## src/rtl/stripe_scroll_ctrl.sv

```systemverilog
// Frame-synchronous scroll offset / scene controller for the scrolling-stripes pattern.
// Define STRIPE_SCROLL_CTRL_AUTOSCENE_EN to enable frame counting and scene sequencing.
module stripe_scroll_ctrl #(
  parameter int FRAMES_PER_SCENE = 240
) (
  input  logic       clk,
  input  logic       reset,
  input  logic       vsync,
  input  logic       cfg_valid,
  output logic       cfg_ready,
  input  logic [2:0] cfg_speed,
  input  logic       cfg_dir,
  input  logic       cfg_pause,
  output logic [9:0] offset_x,
  output logic [9:0] offset_y,
  output logic [1:0] scene,
  output logic       frame_tick
);
  typedef enum logic {RUN = 1'b0, PAUSED = 1'b1} state_t;

  if (FRAMES_PER_SCENE < 1 || FRAMES_PER_SCENE > 1023) begin : g_bad_fps
    $error("FRAMES_PER_SCENE must be in 1..1023");
  end

  state_t     state_reg, state_next;
  logic       vsync_q_reg;
  logic       frame_edge, xfer, advance;
  logic [2:0] spd_reg, spd_next, pend_spd_reg, pend_spd_next;
  logic       dir_reg, dir_next, pend_dir_reg, pend_dir_next;
  logic       pause_reg, pause_next, pend_pause_reg, pend_pause_next;
  logic       pend_reg, pend_next;
  logic [9:0] offset_x_reg, offset_x_next, offset_y_reg, offset_y_next;
  logic [1:0] scene_reg;
  logic       frame_tick_reg, frame_tick_next;

  assign frame_edge = vsync & ~vsync_q_reg;
  assign xfer       = cfg_valid & ~pend_reg;

  always_comb begin
    state_next      = state_reg;
    spd_next        = spd_reg;
    dir_next        = dir_reg;
    pause_next      = pause_reg;
    pend_next       = pend_reg;
    pend_spd_next   = pend_spd_reg;
    pend_dir_next   = pend_dir_reg;
    pend_pause_next = pend_pause_reg;
    offset_x_next   = offset_x_reg;
    offset_y_next   = offset_y_reg;
    frame_tick_next = frame_edge;
    advance         = 1'b0;

    // A config waiting in the slot becomes active before this edge is evaluated.
    if (frame_edge && pend_reg) begin
      spd_next   = pend_spd_reg;
      dir_next   = pend_dir_reg;
      pause_next = pend_pause_reg;
      pend_next  = 1'b0;
    end

    if (frame_edge) begin
      state_next = pause_next ? PAUSED : RUN;
      advance    = (state_next == RUN);
    end

    if (advance) begin
      offset_x_next = dir_next ? offset_x_reg - {7'd0, spd_next}
                               : offset_x_reg + {7'd0, spd_next};
      if (scene_reg[1]) offset_y_next = offset_y_reg + 10'd1;
    end

    // The slot is only free when pend was clear, so this never collides with the apply above.
    if (xfer) begin
      pend_next       = 1'b1;
      pend_spd_next   = cfg_speed;
      pend_dir_next   = cfg_dir;
      pend_pause_next = cfg_pause;
    end
  end

  always_ff @(posedge clk) begin
    if (reset) begin
      vsync_q_reg    <= 1'b1;
      state_reg      <= RUN;
      spd_reg        <= 3'd1;
      dir_reg        <= 1'b0;
      pause_reg      <= 1'b0;
      pend_reg       <= 1'b0;
      pend_spd_reg   <= 3'd0;
      pend_dir_reg   <= 1'b0;
      pend_pause_reg <= 1'b0;
      offset_x_reg   <= 10'd0;
      offset_y_reg   <= 10'd0;
      frame_tick_reg <= 1'b0;
    end else begin
      vsync_q_reg    <= vsync;
      state_reg      <= state_next;
      spd_reg        <= spd_next;
      dir_reg        <= dir_next;
      pause_reg      <= pause_next;
      pend_reg       <= pend_next;
      pend_spd_reg   <= pend_spd_next;
      pend_dir_reg   <= pend_dir_next;
      pend_pause_reg <= pend_pause_next;
      offset_x_reg   <= offset_x_next;
      offset_y_reg   <= offset_y_next;
      frame_tick_reg <= frame_tick_next;
    end
  end

`ifdef STRIPE_SCROLL_CTRL_AUTOSCENE_EN
  localparam logic [9:0] FCNT_LAST = 10'(FRAMES_PER_SCENE - 1);

  logic [9:0] fcnt_reg, fcnt_next;
  logic [1:0] scene_next;

  always_comb begin
    fcnt_next  = fcnt_reg;
    scene_next = scene_reg;
    if (advance) begin
      if (fcnt_reg == FCNT_LAST) begin
        fcnt_next  = 10'd0;
        scene_next = scene_reg + 2'd1;
      end else begin
        fcnt_next = fcnt_reg + 10'd1;
      end
    end
  end

  always_ff @(posedge clk) begin
    if (reset) begin
      fcnt_reg  <= 10'd0;
      scene_reg <= 2'd0;
    end else begin
      fcnt_reg  <= fcnt_next;
      scene_reg <= scene_next;
    end
  end
`else
  assign scene_reg = 2'd0;
`endif

  assign cfg_ready  = ~pend_reg;
  assign offset_x   = offset_x_reg;
  assign offset_y   = offset_y_reg;
  assign scene      = scene_reg;
  assign frame_tick = frame_tick_reg;
endmodule

```

## config.mk

```make
export PLATFORM = sky130hd
export DESIGN_NAME = stripe_scroll_ctrl
export DESIGN_NICKNAME = d
export VERILOG_FILES = /design/src/rtl/stripe_scroll_ctrl.sv
export SDC_FILE = /design/constraint.sdc
export NUM_CORES = 1
export LEC_CHECK = 0
export BUFFER_PORTS_ARGS = -buffer_cell sky130_fd_sc_hd__buf_2
export CORE_UTILIZATION = 44
export DETAILED_ROUTE_END_ITERATION = 12
export PLACE_DENSITY = 0.67
export SKIP_LAST_GASP = 1
export SYNTH_ARGS = -nofsm -noshare
export SYNTH_HDL_FRONTEND = slang
export SYNTH_SLANG_ARGS = --single-unit
```

## constraint.sdc

```tcl
create_clock -name clk -period 8.3 [get_ports clk]
set_input_delay 1.245 -clock clk [delete_from_list [all_inputs] [get_ports clk]]
set_output_delay 1.245 -clock clk [all_outputs]
set_load 0.05 [all_outputs]
```

==> results by group, run 1 <==
Synthesis
  • Top FF cell, synth: dfxtp_1
  • Synth Cell Area: 1430 um2
  • Sequential-to-total area share from yosys stat: 32.1%
  • Library cell occupying the most area in the post-synthesis netlist: dfxtp_1
  • Async set or reset register ratio after synthesis: 0%
  • Number of enable flip-flop cells after synthesis: 0
  • Leading post-synthesis cells by instance count: dfxtp_1, nor2_1, buf_4, mux2i_1, nand2_1
  • Number of different library cells in the post-synthesis netlist: 38
  • Cells after Synth: 165
  • Synth area leaders: dfxtp_1, ha_1, mux2i_1, buf_4, nor2_1
  • Ys Warns: 0
  • #FFs+latches synth: 23
  • Synth top area share: 32.1%
  • Most frequent cell after synthesis: dfxtp_1
  • Average size of a mapped cell: 8.68 um2

Floorplan
  • Die Y: 59.1 um
  • Number of cell rows: 20
  • Effective utilization at floorplan: 46.5%
  • Area of the core: 3080 um2
  • Total die area: 3490 um2
  • X dimension of the die: 59.1 um
  • I/O pin total: 33

STA
  • Final clock skew: 0.00336 ns
  • Aggregate negative setup slack: 0 ns
  • Post-route clock period utilization: 43.4%
  • RSZ-0062 raised after global routing: false
  • Final slew viol count: 0
  • Relative slew margins: 53.5%
  • Setup violators final: 0
  • Slew at the pin closest to its max-slew limit: 0.696 ns
  • Highest achievable clock rate: 278 MHz
  • Hold Violations, Final: 0
  • Final worst path period need: 3.60 ns

Clock tree
  • Worst-skew pair later-pin latency: 0.31 ns
  • Post-CTS resize count: 0
  • Buffer depth of the longest clock path: 2
  • Buffers inserted by post-CTS timing repair: 0
  • TritonCTS buffer count: 3
  • Clock sink total: 23
  • CTS H-Tree Depth: 1
  • Root cell of the clock tree: clkbuf_4
  • CTS tree: built
  • # hold bufs at CTS: 0
  • Clock transition at the registers of the reported paths: 0.13 ns

Drt
  • Wire length per cell: 11.9 um
  • Number of remaining DRC errors: 0
  • Final antenna-violating net count: 0
  • Total length of routed wires: 2.70 mm
  • Router iterations before antenna repair: 4
  • Mean number of vias per cell: 5.15
  • Detailed-route via count: 1165
  • DRT iter0 DRCs: 79

Finish
  • Antenna diode instance count: 0
  • Nets: 203
  • Layout fillers: 304
  • Layout-stage area growth over the synthesis result: 7.25%
  • Share of final-layout standard cells stronger than drive strength 1: 16.5%
  • Max reg flops: 10
  • Util after Layout: 49.9%

Worst setup path
  • Slowest cell on the critical path: mux2i_1
  • Register-to-Register Setup Slack: 5.27 ns
  • CP Capture Type: register
  • Number of buffer and inverter stages on the critical path: 1
  • CP Cell Sequence: buf_2 > nand3b_2 > mux2i_1 > ha_1 > mux2i_1 > ha_1 > nor2b_1 > o21a_1 > o21a_1 > o41a_1 > xnor2_1 > a21oi_1
  • Critical path launch point type: input port
  • Worst endpoint data arrival time: 3.78 ns
  • CP Data Required Time: 8.48 ns
  • Category of the most critical setup path: in2reg
  • Largest delay share family, worst path: compound AO/OA/AOI/OAI gates
  • Crit-path max cell delay: 0.34 ns
  • Biggest fanout along the worst timing path: 11

Hold path
  • Hold crit path type: reg2reg

Run status
  • Status: finished, final reports clean

Power
  • Pwr/cell area: 142 nW/um2
  • Worst VDD drop: 0.0000656 V
  • Leakage component of the power: 0.000761 uW

Global route
  • Vias in the first global route: 1029
  • Leftover overflow at the end of global routing: 0
  • First-pass GRT wire length: 4.73 mm
  • GRT Util Overall: 17.8%
  • Pin count of the biggest net entering global routing: 24
  • Antenna violations before repair: 0

Run
  • Max cap viols: 0

Placed design
  • Count of buffers inserted at the top-level ports: 20
  • RePlAce Congestion: 0.787
  • HPWL after detailed placement: 2.06 mm
-- layout by cell type, fill, tap and decap left out, types with 3 or more instances in the layout --
cell type / synthesis / routed
dfxtp_1: 23 / 23
buf_2: 0 / 20
nor2_1: 15 / 15
mux2i_1: 12 / 12
conb_1: 1 / 12
nand2_1: 11 / 11
a21oi_1: 10 / 10
ha_1: 10 / 10
inv_1: 6 / 6
nor3_1: 6 / 6
nor2b_1: 5 / 5
o21a_1: 5 / 5
xnor2_1: 4 / 4
nand2b_1: 4 / 4
o21ai_0: 4 / 4
nand3_1: 4 / 4
a21o_1: 3 / 3
clkbuf_4: 0 / 3
-- worst register-to-register path, cell delays in order (launching register included) --
cell and delay, ns:
dfxtp_1 0.44, nand3b_2 0.29, mux2i_1 0.34, ha_1 0.28, mux2i_1 0.16, ha_1 0.29
nor2b_1 0.15, o21a_1 0.18, o21a_1 0.21, o41a_1 0.34, xnor2_1 0.14, a21oi_1 0.08
-- path summary, 6_finish.rpt --
kind                             from                       end  cells past startpoint
max                             vsync  offset_x[8]$_SDFFE_PP0P_                     12
min          offset_x[3]$_SDFFE_PP0P_  offset_x[3]$_SDFFE_PP0P_                      2
max reg2reg     pend_reg$_SDFFE_PP0P_  offset_x[8]$_SDFFE_PP0P_                     11
min reg2reg  offset_x[3]$_SDFFE_PP0P_  offset_x[3]$_SDFFE_PP0P_                      2
-- layout make-up --
type	count	area, um2	share of cell area, %
multi-input cells	129	871	56.7
well taps	44	55.1	3.58
flip-flops and latches	23	460	30.0
clock inverters	1	5.00	0.326
inverters	6	22.5	1.47
repair buffers	20	100	6.51
clock buffers	3	22.5	1.47
-- per-layer routing --
layer	routed length (um)	global-route usage [%]	up-vias
met1	1290	24.2	531
met4	53	7.14	0
li1	-	-	596
met2	1250	28.2	31
met3	111	2.62	7
met5	0	0	-
-- logic make-up (layout without fill, tap and decap cells) --
logic type | Yosys count | after routing | synth area share (%)
adder cells (fa/ha/maj) | 11 | 11 | 10.1
buffers and inverters | 24 | 30 | 9.96
flip-flops | 23 | 23 | 32.1
AO/OA/AOI/OAI | 33 | 33 | 15.6
XOR/XNOR | 5 | 5 | 3.06
other | 1 | 12 | 0.262
AND/OR/NAND/NOR | 55 | 55 | 19.7
multiplexers | 13 | 13 | 9.17
-- per-stage QoR --
step	setup WS (ns)	instances	area (um2)	power (uW)	hold slack, ns
after floorplan	4.79	176	1470	164	0.463
after global placement	4.42	222	1510	166	0.460
after detailed placement	4.39	222	1510	168	0.466
after global routing	4.51	226	1540	232	0.512
after CTS	4.73	226	1540	221	0.484
final	4.70	226	1540	218	0.480
-- power breakdown --
part	leakage [uW]	switching [uW]	total (uW)	internal, uW
clock network	0.0000177	34.4	52.4	18.0
logic	0.000556	33.7	47.4	13.7
registers	0.000187	3.61	118	114
Power figures use the tool's default switching activity.
==> run 2, diff against run 1 <==
- clock period: 8.3 -> 3.5 ns (I/O delays scaled with it)
==> run 2 against run 1 <==
  * Critical path depth decreased by 1
  * Final area is the same
  * Cell count did not move
  * Power up 140%
  * Sequential power increased by 140%
  * Register-to-register slack worse by 4.8 ns
  * Routed wire length increased by 3.8%
  * Sequential share of layout area stayed put
  * Global-route usage about the same
  * Clock power is 150% higher
  * Combinational power grew 140%
  * Clock-buffer cell count unchanged
  * Critical endpoint unchanged
  * Largest cell class unchanged
==> results by group, run 2 (synthesis results as in run 1) <==
Run status
  • Status: finished, final reports clean

Global route
  • Vias in the first global route: 1058
  • Leftover overflow at the end of global routing: 0
  • GRT Util Overall: 17.7%
  • Pin count of the biggest net entering global routing: 24
  • Antenna violations before repair: 0
  • First-pass GRT wire length: 4.75 mm

Finish
  • Antenna diode instance count: 0
  • Max reg flops: 10
  • Nets: 203
  • Leading cell type in the layout, fill and taps excluded: dfxtp_1
  • FF/Latch Area: 460 um2
  • Share of final-layout standard cells stronger than drive strength 1: 16.5%
  • Post-layout instance area: 1540 um2
  • Most used cells in the layout excluding fill and tap cells: dfxtp_1, buf_2, nor2_1
  • Final std cells w/o fill: 226
  • Util after Layout: 49.9%
  • Layout fillers: 305
  • Area of the multi-input gates: 871 um2
  • Layout-stage area growth over the synthesis result: 7.25%

Hold path
  • Hold crit path type: in2reg

Placed design
  • Post-DP Area: 1510 um2
  • Pre-CTS setup slack: 0.267 ns
  • Count of placed standard cells including taps: 222
  • HPWL after detailed placement: 2.11 mm
  • RePlAce Congestion: 0.792
  • Count of buffers inserted at the top-level ports: 20

Floorplan
  • Effective utilization at floorplan: 46.5%
  • Number of cell rows: 20
  • Area of the core: 3080 um2
  • I/O pin total: 33
  • Die Y: 59.1 um
  • Total die area: 3490 um2
  • X dimension of the die: 59.1 um

Worst setup path
  • Worst endpoint data arrival time: 3.25 ns
  • CP Capture Type: register
  • Category of the most critical setup path: reg2reg
  • Critical path launch point type: register
  • CP Data Required Time: 3.70 ns
  • Biggest fanout along the worst timing path: 11

STA
  • Setup violators final: 0
  • RSZ-0062 raised after global routing: false
  • Aggregate negative setup slack: 0 ns
  • Final clock skew: 0.00203 ns
  • Highest achievable clock rate: 327 MHz
  • Relative slew margins: 51.6%
  • Hold Violations, Final: 0
  • Final worst path period need: 3.06 ns
  • Final slew viol count: 0
  • Post-route clock period utilization: 87.4%
  • Worst Slack Setup Final: 0.442 ns
  • Slew at the pin closest to its max-slew limit: 0.724 ns

Clock tree
  • Buffer depth of the longest clock path: 2
  • Clock sink total: 23
  • CTS H-Tree Depth: 1
  • Post-CTS resize count: 0
  • CTS tree: built
  • Clock transition at the registers of the reported paths: 0.13 ns
  • Root cell of the clock tree: clkbuf_4
  • Buffers inserted by post-CTS timing repair: 0
  • Worst-skew pair later-pin latency: 0.32 ns
  • # hold bufs at CTS: 0
  • TritonCTS buffer count: 3

Power
  • Leakage component of the power: 0.000761 uW
  • Pwr/cell area: 340 nW/um2
  • Worst VDD drop: 0.000158 V

Drt
  • Detailed-route via count: 1163
  • Mean number of vias per cell: 5.15
  • Number of remaining DRC errors: 0
  • Total length of routed wires: 2.80 mm
  • Wire length per cell: 12.4 um
  • Router iterations before antenna repair: 4
  • Final antenna-violating net count: 0
  • DRT iter0 DRCs: 60

Run
  • Max cap viols: 0
[run 2: worst paths after layout]
kind	startpoint	endpoint	slack, ns	depth (start not counted)
max	pend_reg$_SDFFE_PP0P_	offset_x[8]$_SDFFE_PP0P_	0.44	11
min	vsync	vsync_q_reg$_SDFF_PP1_	0.42	2
max reg2reg	pend_reg$_SDFFE_PP0P_	offset_x[8]$_SDFFE_PP0P_	0.44	11
min reg2reg	offset_x[2]$_SDFFE_PP0P_	offset_x[2]$_SDFFE_PP0P_	0.49	2
[run 2: final cells by class]
class                   count  area share, %
multi-input cells         129           56.7
flip-flops and latches     23           30.0
repair buffers             20           6.51
well taps                  44           3.58
clock buffers               3           1.47
inverters                   6           1.47
clock inverters             1          0.326
[run 2: worst max-delay path, stage by stage (launching register included)]
cell	delay (ns)
dfxtp_1	0.44
nand3b_2	0.30
mux2i_1	0.35
ha_1	0.28
mux2i_1	0.17
ha_1	0.31
nor2b_1	0.15
o21a_1	0.18
o21a_1	0.20
o41a_1	0.34
xnor2_1	0.14
a21oi_1	0.07
[run 2: metrics by stage]
| stage | total power [uW] | hold slack [ns] |
|---|---|---|
| 3_3_place_gp | 395 | 0.461 |
| 6_report | 522 | 0.422 |
| 5_1_grt | 549 | 0.434 |
| 2_1_floorplan | 388 | 0.463 |
| 3_5_place_dp | 398 | 0.471 |
| 4_1_cts | 526 | 0.420 |
[run 2: power by group]
part / internal (uW) / switching, uW
clock network: 42.9 / 86.4
registers: 271 / 8.39
logic: 32.7 / 80.7
[run 2: routing by layer]
layer | share of wire (%) | GRT usage, %
met1 | 47 | 24.3
met2 | 47 | 27.8
met3 | 3.2 | 1.97
met4 | 2.1 | 8.50
met5 | 0 | 0
